## src/rtl/uart_rx_fifo_if.sv

```systemverilog
// Bus-side bundle of the UART receive FIFO: push strobe, pop request,
// status and the first-word-fall-through head word.
interface uart_rx_fifo_if #(
    parameter int DATA_W = 8,
    parameter int DEPTH  = 8
);
    localparam int ADDR_W = $clog2(DEPTH);

    // Handshake: wb_stb pushes uart_rx with no back-pressure (a push into a
    // full FIFO is dropped and flagged on overflow unless rd_en frees a slot
    // in the same cycle); !empty is the valid for data_reg, and rd_en pops
    // the head only when !empty, otherwise it is ignored.
    logic              wb_stb;
    logic [DATA_W-1:0] uart_rx;
    logic              rd_en;
    logic              ovf_clr;
    logic              alarm_clr;
    logic [DATA_W-1:0] data_reg;
    logic              empty;
    logic              full;
    logic [ADDR_W:0]   count;
    logic              overflow;
    logic              seq_alarm;

    modport master (
        output wb_stb, uart_rx, rd_en, ovf_clr, alarm_clr,
        input  data_reg, empty, full, count, overflow, seq_alarm
    );

    modport slave (
        input  wb_stb, uart_rx, rd_en, ovf_clr, alarm_clr,
        output data_reg, empty, full, count, overflow, seq_alarm
    );
endinterface

```

## src/rtl/uart_rx_fifo.sv

```systemverilog
// UART receive FIFO: DEPTH-entry FWFT queue with occupancy status, sticky
// overflow and an optional consecutive-match alarm (UART_RX_FIFO_SEQ_ALARM_EN).
module uart_rx_fifo #(
    parameter int                DATA_W    = 8,
    parameter int                DEPTH     = 8,
    parameter logic [DATA_W-1:0] MATCH_VAL = DATA_W'(8'hAF),
    parameter int                MATCH_CNT = 3
) (
    input  logic          clk,
    input  logic          rst,
    uart_rx_fifo_if.slave bus
);
    localparam int              ADDR_W   = $clog2(DEPTH);
    localparam logic [ADDR_W:0] FULL_CNT = (ADDR_W + 1)'(DEPTH);
    localparam logic [ADDR_W:0] CNT_ONE  = (ADDR_W + 1)'(1);
    localparam logic [ADDR_W-1:0] PTR_ONE = ADDR_W'(1);

    logic [DATA_W-1:0] mem [DEPTH];
    logic [ADDR_W-1:0] rd_ptr;
    logic [ADDR_W-1:0] wr_ptr;
    logic [ADDR_W:0]   count_q;
    logic              overflow_q;
    logic              empty_w;
    logic              full_w;
    logic              pop_acc;
    logic              wr_acc;
    logic              drop;

    assign empty_w = (count_q == '0);
    assign full_w  = (count_q == FULL_CNT);

    // A pop in the same cycle frees the slot, so a full FIFO still accepts.
    assign pop_acc = bus.rd_en && !empty_w;
    assign wr_acc  = bus.wb_stb && (!full_w || pop_acc);
    assign drop    = bus.wb_stb && !wr_acc;

    always_ff @(posedge clk) begin
        if (wr_acc) begin
            mem[wr_ptr] <= bus.uart_rx;
        end
    end

    always_ff @(posedge clk or negedge rst) begin
        if (!rst) begin
            rd_ptr     <= '0;
            wr_ptr     <= '0;
            count_q    <= '0;
            overflow_q <= 1'b0;
        end else begin
            if (wr_acc) begin
                wr_ptr <= wr_ptr + PTR_ONE;
            end
            if (pop_acc) begin
                rd_ptr <= rd_ptr + PTR_ONE;
            end
            case ({wr_acc, pop_acc})
                2'b10:   count_q <= count_q + CNT_ONE;
                2'b01:   count_q <= count_q - CNT_ONE;
                default: count_q <= count_q;
            endcase
            if (drop) begin
                overflow_q <= 1'b1;
            end else if (bus.ovf_clr) begin
                overflow_q <= 1'b0;
            end
        end
    end

    assign bus.data_reg = empty_w ? '0 : mem[rd_ptr];
    assign bus.empty    = empty_w;
    assign bus.full     = full_w;
    assign bus.count    = count_q;
    assign bus.overflow = overflow_q;

`ifdef UART_RX_FIFO_SEQ_ALARM_EN
    localparam int              MC_W      = $clog2(MATCH_CNT + 1);
    localparam logic [MC_W-1:0] MATCH_TOP = MC_W'(MATCH_CNT);
    localparam logic [MC_W-1:0] MC_ONE    = MC_W'(1);

    logic [MC_W-1:0] match_cnt;
    logic [MC_W-1:0] match_next;
    logic            match_hit;
    logic            raise;
    logic            alarm_q;

    // Only accepted writes are observed; dropped words do not break a run.
    always_comb begin
        match_hit  = wr_acc && (bus.uart_rx == MATCH_VAL);
        match_next = (match_cnt == MATCH_TOP) ? MATCH_TOP : match_cnt + MC_ONE;
        raise      = match_hit && (match_next == MATCH_TOP);
    end

    always_ff @(posedge clk or negedge rst) begin
        if (!rst) begin
            match_cnt <= '0;
            alarm_q   <= 1'b0;
        end else if (raise) begin
            match_cnt <= match_next;
            alarm_q   <= 1'b1;
        end else if (bus.alarm_clr) begin
            match_cnt <= '0;
            alarm_q   <= 1'b0;
        end else if (wr_acc) begin
            match_cnt <= match_hit ? match_next : '0;
        end
    end

    assign bus.seq_alarm = alarm_q;
`else
    logic unused_alarm;
    assign unused_alarm  = ^{bus.alarm_clr, MATCH_VAL, 32'(MATCH_CNT)};
    assign bus.seq_alarm = 1'b0;
`endif
endmodule

```

## src/flat_wrapper.sv

```systemverilog
// flat-port wrapper written by rule: the top's interface ports become plain ports
module uart_rx_fifo_flat 
#(
    parameter int                DATA_W    = 8,
    parameter int                DEPTH     = 8,
    parameter logic [DATA_W-1:0] MATCH_VAL = DATA_W'(8'hAF),
    parameter int                MATCH_CNT = 3
)
  (clk, rst, bus_wb_stb, bus_uart_rx, bus_rd_en, bus_ovf_clr, bus_alarm_clr, bus_data_reg, bus_empty, bus_full, bus_count, bus_overflow, bus_seq_alarm);
  uart_rx_fifo_if #(.DATA_W(DATA_W), .DEPTH(DEPTH)) bus_i ();
  input  logic clk;
  input  logic rst;
  input wire logic [$bits(bus_i.wb_stb)-1:0] bus_wb_stb;
  input wire logic [$bits(bus_i.uart_rx)-1:0] bus_uart_rx;
  input wire logic [$bits(bus_i.rd_en)-1:0] bus_rd_en;
  input wire logic [$bits(bus_i.ovf_clr)-1:0] bus_ovf_clr;
  input wire logic [$bits(bus_i.alarm_clr)-1:0] bus_alarm_clr;
  output wire logic [$bits(bus_i.data_reg)-1:0] bus_data_reg;
  output wire logic [$bits(bus_i.empty)-1:0] bus_empty;
  output wire logic [$bits(bus_i.full)-1:0] bus_full;
  output wire logic [$bits(bus_i.count)-1:0] bus_count;
  output wire logic [$bits(bus_i.overflow)-1:0] bus_overflow;
  output wire logic [$bits(bus_i.seq_alarm)-1:0] bus_seq_alarm;
  assign bus_i.wb_stb = bus_wb_stb;
  assign bus_i.uart_rx = bus_uart_rx;
  assign bus_i.rd_en = bus_rd_en;
  assign bus_i.ovf_clr = bus_ovf_clr;
  assign bus_i.alarm_clr = bus_alarm_clr;
  assign bus_data_reg = bus_i.data_reg;
  assign bus_empty = bus_i.empty;
  assign bus_full = bus_i.full;
  assign bus_count = bus_i.count;
  assign bus_overflow = bus_i.overflow;
  assign bus_seq_alarm = bus_i.seq_alarm;
  uart_rx_fifo #(.DATA_W(DATA_W), .DEPTH(DEPTH), .MATCH_VAL(MATCH_VAL), .MATCH_CNT(MATCH_CNT)) u_core (.clk(clk), .rst(rst), .bus(bus_i));
endmodule
```

## config.mk

```make
export PLATFORM = sky130hd
export DESIGN_NAME = uart_rx_fifo_flat
export DESIGN_NICKNAME = d
export VERILOG_FILES = /design/src/rtl/uart_rx_fifo_if.sv /design/src/rtl/uart_rx_fifo.sv /design/src/flat_wrapper.sv
export SDC_FILE = /design/constraint.sdc
export NUM_CORES = 1
export LEC_CHECK = 0
export ABC_AREA = 1
export CORE_MARGIN = 5
export CORE_UTILIZATION = 50
export DETAILED_ROUTE_END_ITERATION = 7
export PLACE_DENSITY_LB_ADDON = 0.12
export SYNTH_ARGS = -nofsm -noshare
export SYNTH_HDL_FRONTEND = slang
export SYNTH_SLANG_ARGS = --single-unit
```

## constraint.sdc

```tcl
create_clock -name clk -period 4.9 [get_ports clk]
set_input_delay 1.225 -clock clk [delete_from_list [all_inputs] [get_ports clk]]
set_output_delay 1.225 -clock clk [all_outputs]
set_load 0.01 [all_outputs]
```

* After elaboration in Yosys (flattened, before gate mapping)
Memories as Yosys holds them, arrays and structs flattened.
Cells that the tools add are included.
** Cells by class
- $add $sub $neg :: 4
- $lt $le $gt $ge :: 0
- Div/mod/pow operators :: 0
- Equal/unequal tests :: 3
- Multiplexer cells :: 6
- Shift-type cells :: 0
- Bitwise gates (word level) :: 0
- Multipliers :: 0
- Reduce and logical (&&, ||, !) cells :: 10
** Operator list (count)
- $mux 8 :: 1
- $pmux 4 s2 :: 1
- $add 3x1->3 const B :: 2
- $add 4x1->4 const B :: 1
- $eq 4x4->1 const B :: 1
- $logic_not 4->1 :: 1
- $mux 1 :: 4
- $reduce_bool 2->1 :: 2
- $sub 4x1->4 const B :: 1
- $logic_and 1x1->1 :: 3
- $logic_not 1->1 :: 3
- $eq 2x1->1 const B :: 1
- $eq 2x2->1 const B :: 1
- $logic_or 1x1->1 :: 1
** Storage, ports and cells
- Bits in writable memories :: 64
- Bits in registers :: 11
- Word-level logic and storage cells :: 28
- Bits in latches :: 0
- Output and inout port bits :: 16
- Memories kept :: 1
- Bits in read-only memories :: 0
** Memory list
- u_core.mem :: depth 8, width 8, read ports 1, clocked after Yosys merged registers in 0, wr ports 1, RTL line uart_rx_fifo.sv:18 : logic [DATA_W-1:0] mem [DEPTH];

* Longest topological paths before layout
Gate-level depths: netlist of run 1.
- Depth after elaboration :: 8
- Depth in mapped cells :: 13
- Mapped depth without buffers :: 13

* Worst setup path after synthesis of run 1
No wires, ideal clock.
- Kind :: input -> register
- From :: in bus_rd_en
- To :: reg u_core.count_q[2] (netlist: u_core.bus.count[2])
- Stages on the path :: 11
- Setup time :: 0.082 ns
- Data arrival time :: 2.417 ns
- Buffers on the path :: 0
- Data required time :: 4.818 ns
- Path slack :: 2.401 ns
- Cell sequence :: inv_1 -> nand4_1 -> nand2_2 -> ha_1 -> nand2_1 -> inv_2 -> nor2_1 -> ha_1 -> a21oi_1 -> or2_1 -> a31oi_1
** On the way
- Longest elaborated chain between the ends :: 5
- Elaborated cells on any way between the ends :: 7
** RTL lines
- start, declared :: RTL line flat_wrapper.sv:15 : input wire logic [$bits(bus_i.rd_en)-1:0] bus_rd_en;
- $logic_and 1x1->1 (*) :: RTL line uart_rx_fifo.sv:33 : assign pop_acc = bus.rd_en && !empty_w;
- $logic_or 1x1->1 :: RTL line uart_rx_fifo.sv:34 : assign wr_acc = bus.wb_stb && (!full_w || pop_acc);
- $logic_and 1x1->1 :: RTL line uart_rx_fifo.sv:34
- $eq 2x1->1 or $eq 2x2->1 (tied branches) :: RTL line uart_rx_fifo.sv:56 : case ({wr_acc, pop_acc})
- $pmux 4 s2 or $reduce_bool 2->1 (tied branches)
- end signal, assigned :: RTL line uart_rx_fifo.sv:57 : 2'b10: count_q <= count_q + CNT_ONE;
- end signal, assigned :: RTL line uart_rx_fifo.sv:58 : 2'b01: count_q <= count_q - CNT_ONE;
- end signal, assigned :: RTL line uart_rx_fifo.sv:59 : default: count_q <= count_q;
- end, declared :: RTL line uart_rx_fifo.sv:21 : logic [ADDR_W:0] count_q;
Mark *: on every way between the ends. The rest lies on a longest branch, timed or not.
A chain may end at the register's enable or synchronous reset.

* Final worst setup path of run 1
- From :: reg u_core.rd_ptr[1]
- To :: out bus_data_reg[6]
** On the way
- Longest elaborated chain between the ends :: 2
** RTL lines
- start, declared :: RTL line uart_rx_fifo.sv:19 : logic [ADDR_W-1:0] rd_ptr;
- start signal, assigned :: RTL line uart_rx_fifo.sv:54 : rd_ptr <= rd_ptr + PTR_ONE;
- $mem_v2 8x8
- $mux 8 :: RTL line uart_rx_fifo.sv:69 : assign bus.data_reg = empty_w ? '0 : mem[rd_ptr];
- end, declared :: RTL line flat_wrapper.sv:18 : output wire logic [$bits(bus_i.data_reg)-1:0] bus_data_reg;
No other way between the ends.

==> results of run 1 <==
[cell families after synthesis]
family | count (synthesis) | share of synthesized area
DFF | 75 | 0.681
buffers and inverters | 27 | 0.0469
and+or+nand+nor | 110 | 0.142
AOI/OAI and AO/OA | 54 | 0.0962
xor gates and xnor gates | 5 | 0.0136
other | 1 | 0.00116
adders and majority gates | 5 | 0.0194
[synthesized netlist by cell type (all sizes together), types with 2 or more instances]
master	instances	share of area
buf	10	0.027
dfrtp	11	0.085
edfxtp	64	0.60
ha	5	0.019
inv	16	0.019
nand2	32	0.039
nand3	5	0.0093
nor2	69	0.085
o211ai	8	0.020
o21ai	36	0.057
o22ai	8	0.016
or2	2	0.0047
xnor2	3	0.0081
xor2	2	0.0054
[final timing paths]
check,endpoint,cells after the start,start
worst min register to register,u_core.bus.overflow,2,u_core.bus.overflow
worst max-delay path,bus_data_reg[6],6,u_core.rd_ptr[1]
max in group asynchronous,u_core.wr_ptr[2],1,rst
worst min-delay path,u_core.bus.overflow,2,u_core.bus.overflow
min in group asynchronous,u_core.bus.count[3],1,rst
worst max register to register,u_core.bus.count[2],12,u_core.bus.count[0]
[cells in the final DEF, fill, tap and decap left out, types with 2 or more instances in the layout]
master           count
edfxtp_1            64
nor2_1              63
nor2_2               6
dfrtp_1             11
o21ai_1             31
o22ai_1              8
ha_1                 5
xor2_1               2
nand2_1             30
clkinv_2             2
nand3_1              4
inv_2                5
xnor2_1              3
o211ai_1             7
inv_1               11
o21ai_0              4
clkdlybuf4s50_1     27
clkbuf_8             9
nand2_2              2
[tightest hold or removal path, cell delays in order (launching register included)]
cell and delay, ns:
dfrtp_1 0.38, inv_1 0.05, o21ai_1 0.05
[final cells by class]
type / instances / share of cell area
clock buffers: 10 / 0.0347
clock inverters: 4 / 0.0119
inverters: 16 / 0.0163
multi-input cells: 175 / 0.238
flip-flops and latches: 75 / 0.597
well taps: 77 / 0.0262
repair buffers: 28 / 0.0755
[power by group through the flow]
stage,Clock (mW),Combinational (mW),Sequential (mW)
floorplan,0,0.607,0.886
global placement,0,0.846,0.937
detailed placement,0,0.855,0.942
CTS,0.438,0.859,0.928
global route,0.467,0.942,0.940
finish,0.430,0.845,0.925
[per-stage QoR]
| step | power [mW] | utilization |
|---|---|---|
| after floorplan | 1.49 | - |
| after global placement | 1.78 | 0.556 |
| after detailed placement | 1.80 | 0.556 |
| after CTS | 2.23 | 0.583 |
| after global routing | 2.35 | 0.583 |
| final | 2.20 | 0.583 |
[metal layers]
metal  vias up  GRT usage
met3        14     0.0367
met1       971      0.193
met2        38      0.257
li1       1014          -
met4         0     0.0856
met5         -          0
[state kept, by name (all words and copies together) (netlist names)]
name / count
u_core.mem: 64
u_core.bus.count: 4
u_core.rd_ptr: 3
u_core.wr_ptr: 3
u_core.bus.overflow: 1
==> flow_metrics.py, run 1 <==
metrics = {
    "timing": {
        "min_period_ns": 3.82,
        "timing.hold.ws_ns": 0.512,
        "tns_ns": 0,
        "finalHoldViolCount": 0,
        "worst_slew_pin_slew_ns": 0.924,
        "finalClockSkew_ns": 0.00372,
        "relSlewSlack": 0.382,
        "setup_ws_ns": 1.08,
        "fmax_mhz": 262,
        "slew_violations": 0,
        "rsz0062_at_grt": "no",
        "setup_viol_count_final": 0,
        "layout_worst_path_cycle_share": 0.780,
    },
    "placement": {
        "post_dp_cell_area_um2": 3510,
        "hpwlAfterDp_um": 3770,
        "pre_cts_ws_ns": 1.41,
        "gp_congestion": 0.777,
        "io_buffers": 27,
        "dp.cells": 371,
    },
    "clock_network": {
        "clk_pin_slew_worst_paths_ns": 0.07,
        "postCtsSetupBuffers": 0,
        "cts_buffers": 9,
        "cts_resized": 0,
        "clock_latency_ns": 0.34,
        "cts_hold_buf": 0,
        "htreeDepth": 3,
        "cts_tree": "built",
        "cts_buffer_depth": 2,
        "clock-sinks": 75,
        "cts_root_buf": "clkbuf_8",
    },
    "power_and_ir_drop": {
        "intPower_mw": 1.40,
        "p_seq_frac": 0.421,
        "combPwrFrac": 0.384,
        "p_switching_uw": 798,
        "powerDensity_nw_per_um2": 598,
        "p_leak_nw": 1.36,
        "p_sw_frac": 0.363,
        "pwr-share-clk": 0.195,
        "ir_worst_vdd_uv": 316,
    },
    "yosys": {
        "ys_ff_latch": 75,
        "synthFlopType": "edfxtp_1",
        "synth-seq-area-share": 0.681,
        "syn-cell-area_um2": 3230,
        "synth_warnings": 0,
        "async_reset_ff_frac": 0.147,
        "netlist_instances": 277,
        "syn_avg_cell_area_um2": 11.6,
        "yosys.cell_types.count": 30,
        "synth-edff-count": 64,
        "synthesis.nets": 296,
    },
    "die": {
        "start_util": 0.511,
        "core_area_um2": 6310,
        "num_rows": 29,
        "die_area_um2": 8160,
        "die_h_um": 90.3,
        "die_w_um": 90.3,
        "io_pins": 30,
    },
    "finish": {
        "n_antenna_cell": 0,
        "regArea_um2": 2200,
        "n_fill_cell": 544,
        "final_layout_size_suffix_gt1_frac": 0.0974,
        "fin_area_um2": 3680,
        "area_growth_pct": 14.1,
        "final_nets": 324,
        "multi_input_area_um2": 877,
        "final_cells": 385,
    },
    "worst_setup_path": {
        "r2r_slack_ns": 2.59,
        "cpMostUsedCell": "nor2_1",
        "crit_family": "flip-flops",
        "startpoint_type": "flip-flop",
        "cp.required_ns": 3.67,
        "cp-end-kind": "primary output",
        "cp_cell_sequence": "inv_1, o21ai_1, o22ai_1, nor2_1, nor2_1, clkdlybuf4s50_1",
        "slowest_delay_ns": 0.93,
        "crit_buf_inv": 2,
        "critPathKind": "flip-flop to primary output",
        "cp.arrival_ns": 2.60,
        "critPathSlowestCell": "dfrtp_1",
        "crit_fanout": 26,
    },
    "global_route": {
        "grt_antenna_before_repair": 0,
        "grt_start_max_net_pins": 34,
        "overflow": 0,
        "grt_use_total": 0.157,
        "grt_pass1_wl_um": 9720,
        "grt_pass1_vias": 1926,
    },
    "routing": {
        "topRoutingLayerUsed": "met4",
        "wl_um": 6160,
        "met2_length_um": 3030,
        "routedLengthMet1_um": 2710,
        "via_count": 2037,
        "met3_length_um": 236,
        "drtAntennaViolNets": 0,
        "wl_per_cell_um": 16.0,
        "via_per_inst": 5.29,
        "drc_errors": 0,
        "drt_iter0_markers": 91,
        "first_pass_iters": 4,
    },
    "status": {
        "status": "completed",
    },
    "job": {
        "cap_viol_max_count": 0,
    },
    "hold_path": {
        "hp-class": "flip-flop to flip-flop",
    },
}
Note: power is estimated with default switching activity, not from simulation.
==> run 2: changes to the inputs <==
==> constraint.sdc (replaced) <==
create_clock -name clk -period 3.8 [get_ports clk]
set_input_delay 0.95 -clock clk [delete_from_list [all_inputs] [get_ports clk]]
set_output_delay 0.95 -clock clk [all_outputs]
set_load 0.01 [all_outputs]
==> run 2 against run 1 <==
Worst hold slack better by 0.0099 ns. Final area is 1.0% higher. Clock power is 30% higher. Combinational power is 30% higher. Critical endpoint is now bus_data_reg[1]. Clock skew is 0.0031 ns higher. Cell count is 1.3% higher. Die area stayed put. Critical path depth stayed put. Global-route usage is 0.20 points higher. Sequential share of layout area is 0.60 points lower. Via count is 0.88% lower. Wire length is 0.63% lower.
==> flow_metrics.py, run 2 (synthesis results as in run 1) <==
metrics = {
    "global_route": {
        "grt_pass1_vias": 1982,
        "grt_antenna_before_repair": 0,
        "grt_use_total": 0.159,
        "grt_start_max_net_pins": 34,
        "grt_pass1_wl_um": 9940,
        "overflow": 0,
    },
    "worst_setup_path": {
        "r2r_cells": 12,
        "cp.arrival_ns": 2.56,
        "crit_fanout": 33,
        "critPathKind": "flip-flop to primary output",
        "cp.required_ns": 2.85,
        "cp_cell_sequence": "inv_2, o21ai_0, o22ai_1, nor2_1, nor2_1, clkdlybuf4s50_1",
        "cp-end-kind": "primary output",
        "slowest_delay_ns": 0.60,
        "reg2reg_to": "u_core.bus.count[2]",
        "startpoint_type": "flip-flop",
        "critPathSlowestCell": "dfrtp_1",
        "cpMostUsedCell": "nor2_1",
        "r2r_slack_ns": 1.53,
        "crit_buf_inv": 2,
        "crit_family": "buffers and inverters",
        "reg2reg_from": "u_core.bus.count[0]",
    },
    "power_and_ir_drop": {
        "p_leak_nw": 1.38,
        "ir_worst_vdd_uv": 438,
        "powerDensity_nw_per_um2": 767,
        "power.total_mw": 2.85,
    },
    "routing": {
        "wl_per_cell_um": 15.7,
        "wl_um": 6120,
        "first_pass_iters": 4,
        "drc_errors": 0,
        "via_per_inst": 5.18,
        "via_count": 2019,
        "drtAntennaViolNets": 0,
        "drt_iter0_markers": 151,
    },
    "hold_path": {
        "min_from": "u_core.bus.overflow",
        "min_path_cells": 2,
        "hp-class": "flip-flop to flip-flop",
        "min_to": "u_core.bus.overflow",
    },
    "die": {
        "die_area_um2": 8160,
        "die_w_um": 90.3,
        "core_area_um2": 6310,
        "num_rows": 29,
        "start_util": 0.511,
        "die_h_um": 90.3,
        "io_pins": 30,
    },
    "timing": {
        "slew_violations": 0,
        "finalClockSkew_ns": 0.00678,
        "fmax_mhz": 285,
        "setup_viol_count_final": 0,
        "rsz0062_at_grt": "no",
        "layout_worst_path_cycle_share": 0.925,
        "worst_slew_pin_slew_ns": 0.697,
        "min_period_ns": 3.51,
        "tns_ns": 0,
        "relSlewSlack": 0.535,
        "finalHoldViolCount": 0,
    },
    "job": {
        "cap_viol_max_count": 0,
    },
    "finish": {
        "layout_common_cells": "edfxtp_1 (64), nor2_1 (63), o21ai_1 (31)",
        "area_growth_pct": 15.2,
        "n_antenna_cell": 0,
        "final_nets": 329,
        "n_fill_cell": 526,
        "layout_commonest_cell": "edfxtp_1",
        "regMostFlops": "u_core.mem",
        "largest_register_ffs": 64,
        "final_layout_size_suffix_gt1_frac": 0.112,
    },
    "placement": {
        "io_buffers": 27,
        "hpwlAfterDp_um": 3890,
        "gp_congestion": 0.755,
    },
    "clock_network": {
        "cts_resized": 0,
        "clock-sinks": 75,
        "cts_tree": "built",
        "cts_buffers": 9,
        "htreeDepth": 3,
        "cts_hold_buf": 0,
        "clock_latency_ns": 0.34,
        "clk_pin_slew_worst_paths_ns": 0.07,
        "cts_root_buf": "clkbuf_8",
        "cts_buffer_depth": 2,
        "postCtsSetupBuffers": 0,
    },
    "status": {
        "status": "completed",
    },
}
[run 2: changes by cell type in the layout (fill, tap and decap cells not counted), sizes merged]
| cell | before | now |
|---|---|---|
| buf | 1 | 6 |
[run 2: cell type report]
| type | count | area (µm²) | share of cell area |
|---|---|---|---|
| clock buffers | 10 | 128 | 0.0343 |
| repair buffers | 33 | 315 | 0.0848 |
| clock inverters | 4 | 43.8 | 0.0118 |
| inverters | 16 | 60.1 | 0.0162 |
| well taps | 77 | 96.3 | 0.0259 |
| flip-flops and latches | 75 | 2200 | 0.591 |
| multi-input cells | 175 | 877 | 0.236 |
[run 2: how the worst max path moves through the flow]
stage / cells past startpoint / end / startpoint
after floorplan: 11 / u_core.bus.count[2] / bus_rd_en
final: 6 / bus_data_reg[1] / u_core.rd_ptr[0]
after detailed placement: 6 / bus_data_reg[1] / u_core.rd_ptr[0]
after global placement: 6 / bus_data_reg[1] / u_core.rd_ptr[0]
after CTS: 6 / bus_data_reg[1] / u_core.rd_ptr[0]
after global routing: 6 / bus_data_reg[2] / u_core.rd_ptr[0]
[run 2: layer usage]
layer	track usage	wire [µm]	up-vias
met2	0.245	2930	45
met1	0.210	2800	932
li1	-	-	1028
met4	0.0943	152	0
met5	0	0	-
met3	0.0317	246	14
[run 2: worst register-to-register path: stages (launching register included)]
cell,delay (ns)
dfrtp_1,0.46
nor2_2,0.16
nand3_2,0.28
nand2_2,0.18
inv_2,0.08
ha_1,0.23
nand2_1,0.09
inv_2,0.04
nor2_1,0.12
ha_1,0.16
a21oi_1,0.05
or2_1,0.23
a31oi_1,0.12
[run 2: where the power goes]
group          leakage (nW)  switching (mW)  internal [mW]
Combinational         0.579           0.608          0.490
Clock                0.0894           0.265          0.292
Sequential            0.714           0.159           1.04
[run 2: through the flow]
step | hold slack, ns | cells | setup slack, ns | util | area [µm²]
2_1_floorplan | 0.483 | 277 | 1.58 | - | 3230
3_3_place_gp | 0.499 | 376 | 0.651 | 0.562 | 3550
3_5_place_dp | 0.513 | 376 | 0.637 | 0.562 | 3550
4_1_cts | 0.525 | 390 | 0.256 | 0.589 | 3720
5_1_grt | 0.532 | 390 | 0.0667 | 0.589 | 3720
6_report | 0.522 | 390 | 0.287 | 0.589 | 3720
==> run 3: changes to the inputs <==
--- a/config.mk
+++ b/config.mk
@@ -8,6 +8,7 @@
 export ABC_AREA = 1
 export CORE_MARGIN = 5
 export CORE_UTILIZATION = 50
+export CTS_BUF_LIST = sky130_fd_sc_hd__clkbuf_8
 export DETAILED_ROUTE_END_ITERATION = 7
 export PLACE_DENSITY_LB_ADDON = 0.12
 export SYNTH_ARGS = -nofsm -noshare
==> run 3 against run 2 <==
Worst hold slack worse by 0.00093 ns. Critical path depth unchanged. Final area did not move. Largest cell class unchanged. Count of clock-buffer cells in the layout shrank 1. Fmax rose by 0.38%.
==> flow_metrics.py, run 3 (synthesis results as in run 1) <==
metrics = {
    "status": {
        "status": "completed",
    },
    "global_route": {
        "grt_start_max_net_pins": 34,
        "grt_antenna_before_repair": 0,
        "met2_usage": 0.245,
        "grt_pass1_wl_um": 9940,
        "gr-usage-met3": 0.0317,
        "grt-busiest-layer": "met2",
        "overflow": 0,
        "grtUsageMet1": 0.210,
        "grt_pass1_vias": 1982,
        "grt_use_total": 0.159,
    },
    "timing": {
        "timing.hold.ws_ns": 0.521,
        "relSlewSlack": 0.538,
        "setup_viol_count_final": 0,
        "rsz0062_at_grt": "no",
        "finalHoldViolCount": 0,
        "slew_violations": 0,
        "min_period_ns": 3.50,
        "worst_slew_pin_slew_ns": 0.692,
        "tns_ns": 0,
        "layout_worst_path_cycle_share": 0.921,
        "fmax_mhz": 286,
        "finalClockSkew_ns": 0.00716,
    },
    "worst_setup_path": {
        "cp-end-kind": "primary output",
        "startpoint_type": "flip-flop",
        "cp.required_ns": 2.85,
        "critPathKind": "flip-flop to primary output",
        "crit_fanout": 33,
        "cp.arrival_ns": 2.55,
    },
    "die": {
        "die_w_um": 90.3,
        "die_area_um2": 8160,
        "die_h_um": 90.3,
        "core_area_um2": 6310,
        "num_rows": 29,
        "io_pins": 30,
        "start_util": 0.511,
    },
    "finish": {
        "final_nets": 329,
        "final_layout_size_suffix_gt1_frac": 0.112,
        "layout_common_cells": "edfxtp_1 (64), nor2_1 (63), o21ai_1 (31)",
        "n_antenna_cell": 0,
        "largest_register_ffs": 64,
        "n_fill_cell": 526,
        "regMostFlops": "u_core.mem",
        "layout_commonest_cell": "edfxtp_1",
        "area_growth_pct": 15.2,
        "multi_input_area_um2": 877,
        "regArea_um2": 2200,
        "final_cells": 390,
    },
    "clock_network": {
        "cts_root_buf": "clkbuf_8",
        "htreeDepth": 3,
        "cts_hold_buf": 0,
        "clk_pin_slew_worst_paths_ns": 0.07,
        "postCtsSetupBuffers": 0,
        "clock-sinks": 75,
        "clock_latency_ns": 0.34,
        "cts_resized": 0,
        "cts_buffers": 9,
        "cts_tree": "built",
        "cts_buffer_depth": 2,
    },
    "power_and_ir_drop": {
        "ir_worst_vdd_uv": 435,
        "p_leak_nw": 1.39,
        "powerDensity_nw_per_um2": 766,
    },
    "routing": {
        "wl_um": 6110,
        "drtAntennaViolNets": 0,
        "via_count": 2015,
        "wl_per_cell_um": 15.7,
        "drc_errors": 0,
        "first_pass_iters": 4,
        "via_per_inst": 5.17,
        "drt_iter0_markers": 153,
    },
    "placement": {
        "dp.cells": 376,
        "io_buffers": 27,
        "gp_congestion": 0.755,
        "hpwlAfterDp_um": 3890,
    },
    "job": {
        "cap_viol_max_count": 0,
    },
    "hold_path": {
        "hp-class": "flip-flop to flip-flop",
    },
}
[run 3: cell count changes in the layout (fill, tap and decap cells not counted), sizes merged]
cell / delta
clkbuf: -1
inv: +1
[run 3: final timing paths]
path	start	endpoint	slack (ns)	cells after the start
min in group asynchronous	rst	u_core.bus.count[2]	0.93	1
setup reg to reg	u_core.bus.count[0]	u_core.bus.count[2]	1.53	12
hold reg to reg	u_core.bus.overflow	u_core.bus.overflow	0.52	2
max in group asynchronous	rst	u_core.rd_ptr[1]	2.53	1
setup / recovery	u_core.rd_ptr[0]	bus_data_reg[1]	0.30	6
hold / removal	u_core.bus.overflow	u_core.bus.overflow	0.52	2
[run 3: metal layers]
layer  wire [µm]  up-vias
met3         233       14
met2        2930       41
li1            -     1029
met5           0        -
met1        2790      931
met4         153        0
[run 3: critical path, cell delays in order, from the launching register on]
cell and delay (ns):
dfrtp_1 0.60, inv_2 0.56, o21ai_0 0.15, o22ai_1 0.13
nor2_1 0.06, nor2_1 0.15, clkdlybuf4s50_1 0.55
[run 3: cell type report]
| type | count | area share |
|---|---|---|
| Timing Repair Buffer | 33 | 0.0848 |
| Clock inverter | 5 | 0.0128 |
| Inverter | 16 | 0.0162 |
| Tap cell | 77 | 0.0259 |
| Clock buffer | 9 | 0.0333 |
| Multi-Input combinational cell | 175 | 0.236 |
| Sequential cell | 75 | 0.591 |
[run 3: power breakdown]
part | switching [mW] | internal (mW) | leakage (nW) | total (mW)
combinational | 0.607 | 0.490 | 0.579 | 1.10
clock | 0.265 | 0.289 | 0.0936 | 0.554
sequential | 0.159 | 1.04 | 0.714 | 1.20
total | 1.03 | 1.82 | 1.39 | 2.85
[run 3: metrics by stage]
| step | setup WS, ns | power [mW] | util | area [µm²] |
|---|---|---|---|---|
| after floorplan | 1.58 | 1.92 | - | 3230 |
| after global placement | 0.651 | 2.31 | 0.562 | 3550 |
| after detailed placement | 0.637 | 2.33 | 0.562 | 3550 |
| after CTS | 0.256 | 2.88 | 0.589 | 3720 |
| after global routing | 0.0667 | 3.05 | 0.589 | 3720 |
| final | 0.300 | 2.85 | 0.589 | 3720 |
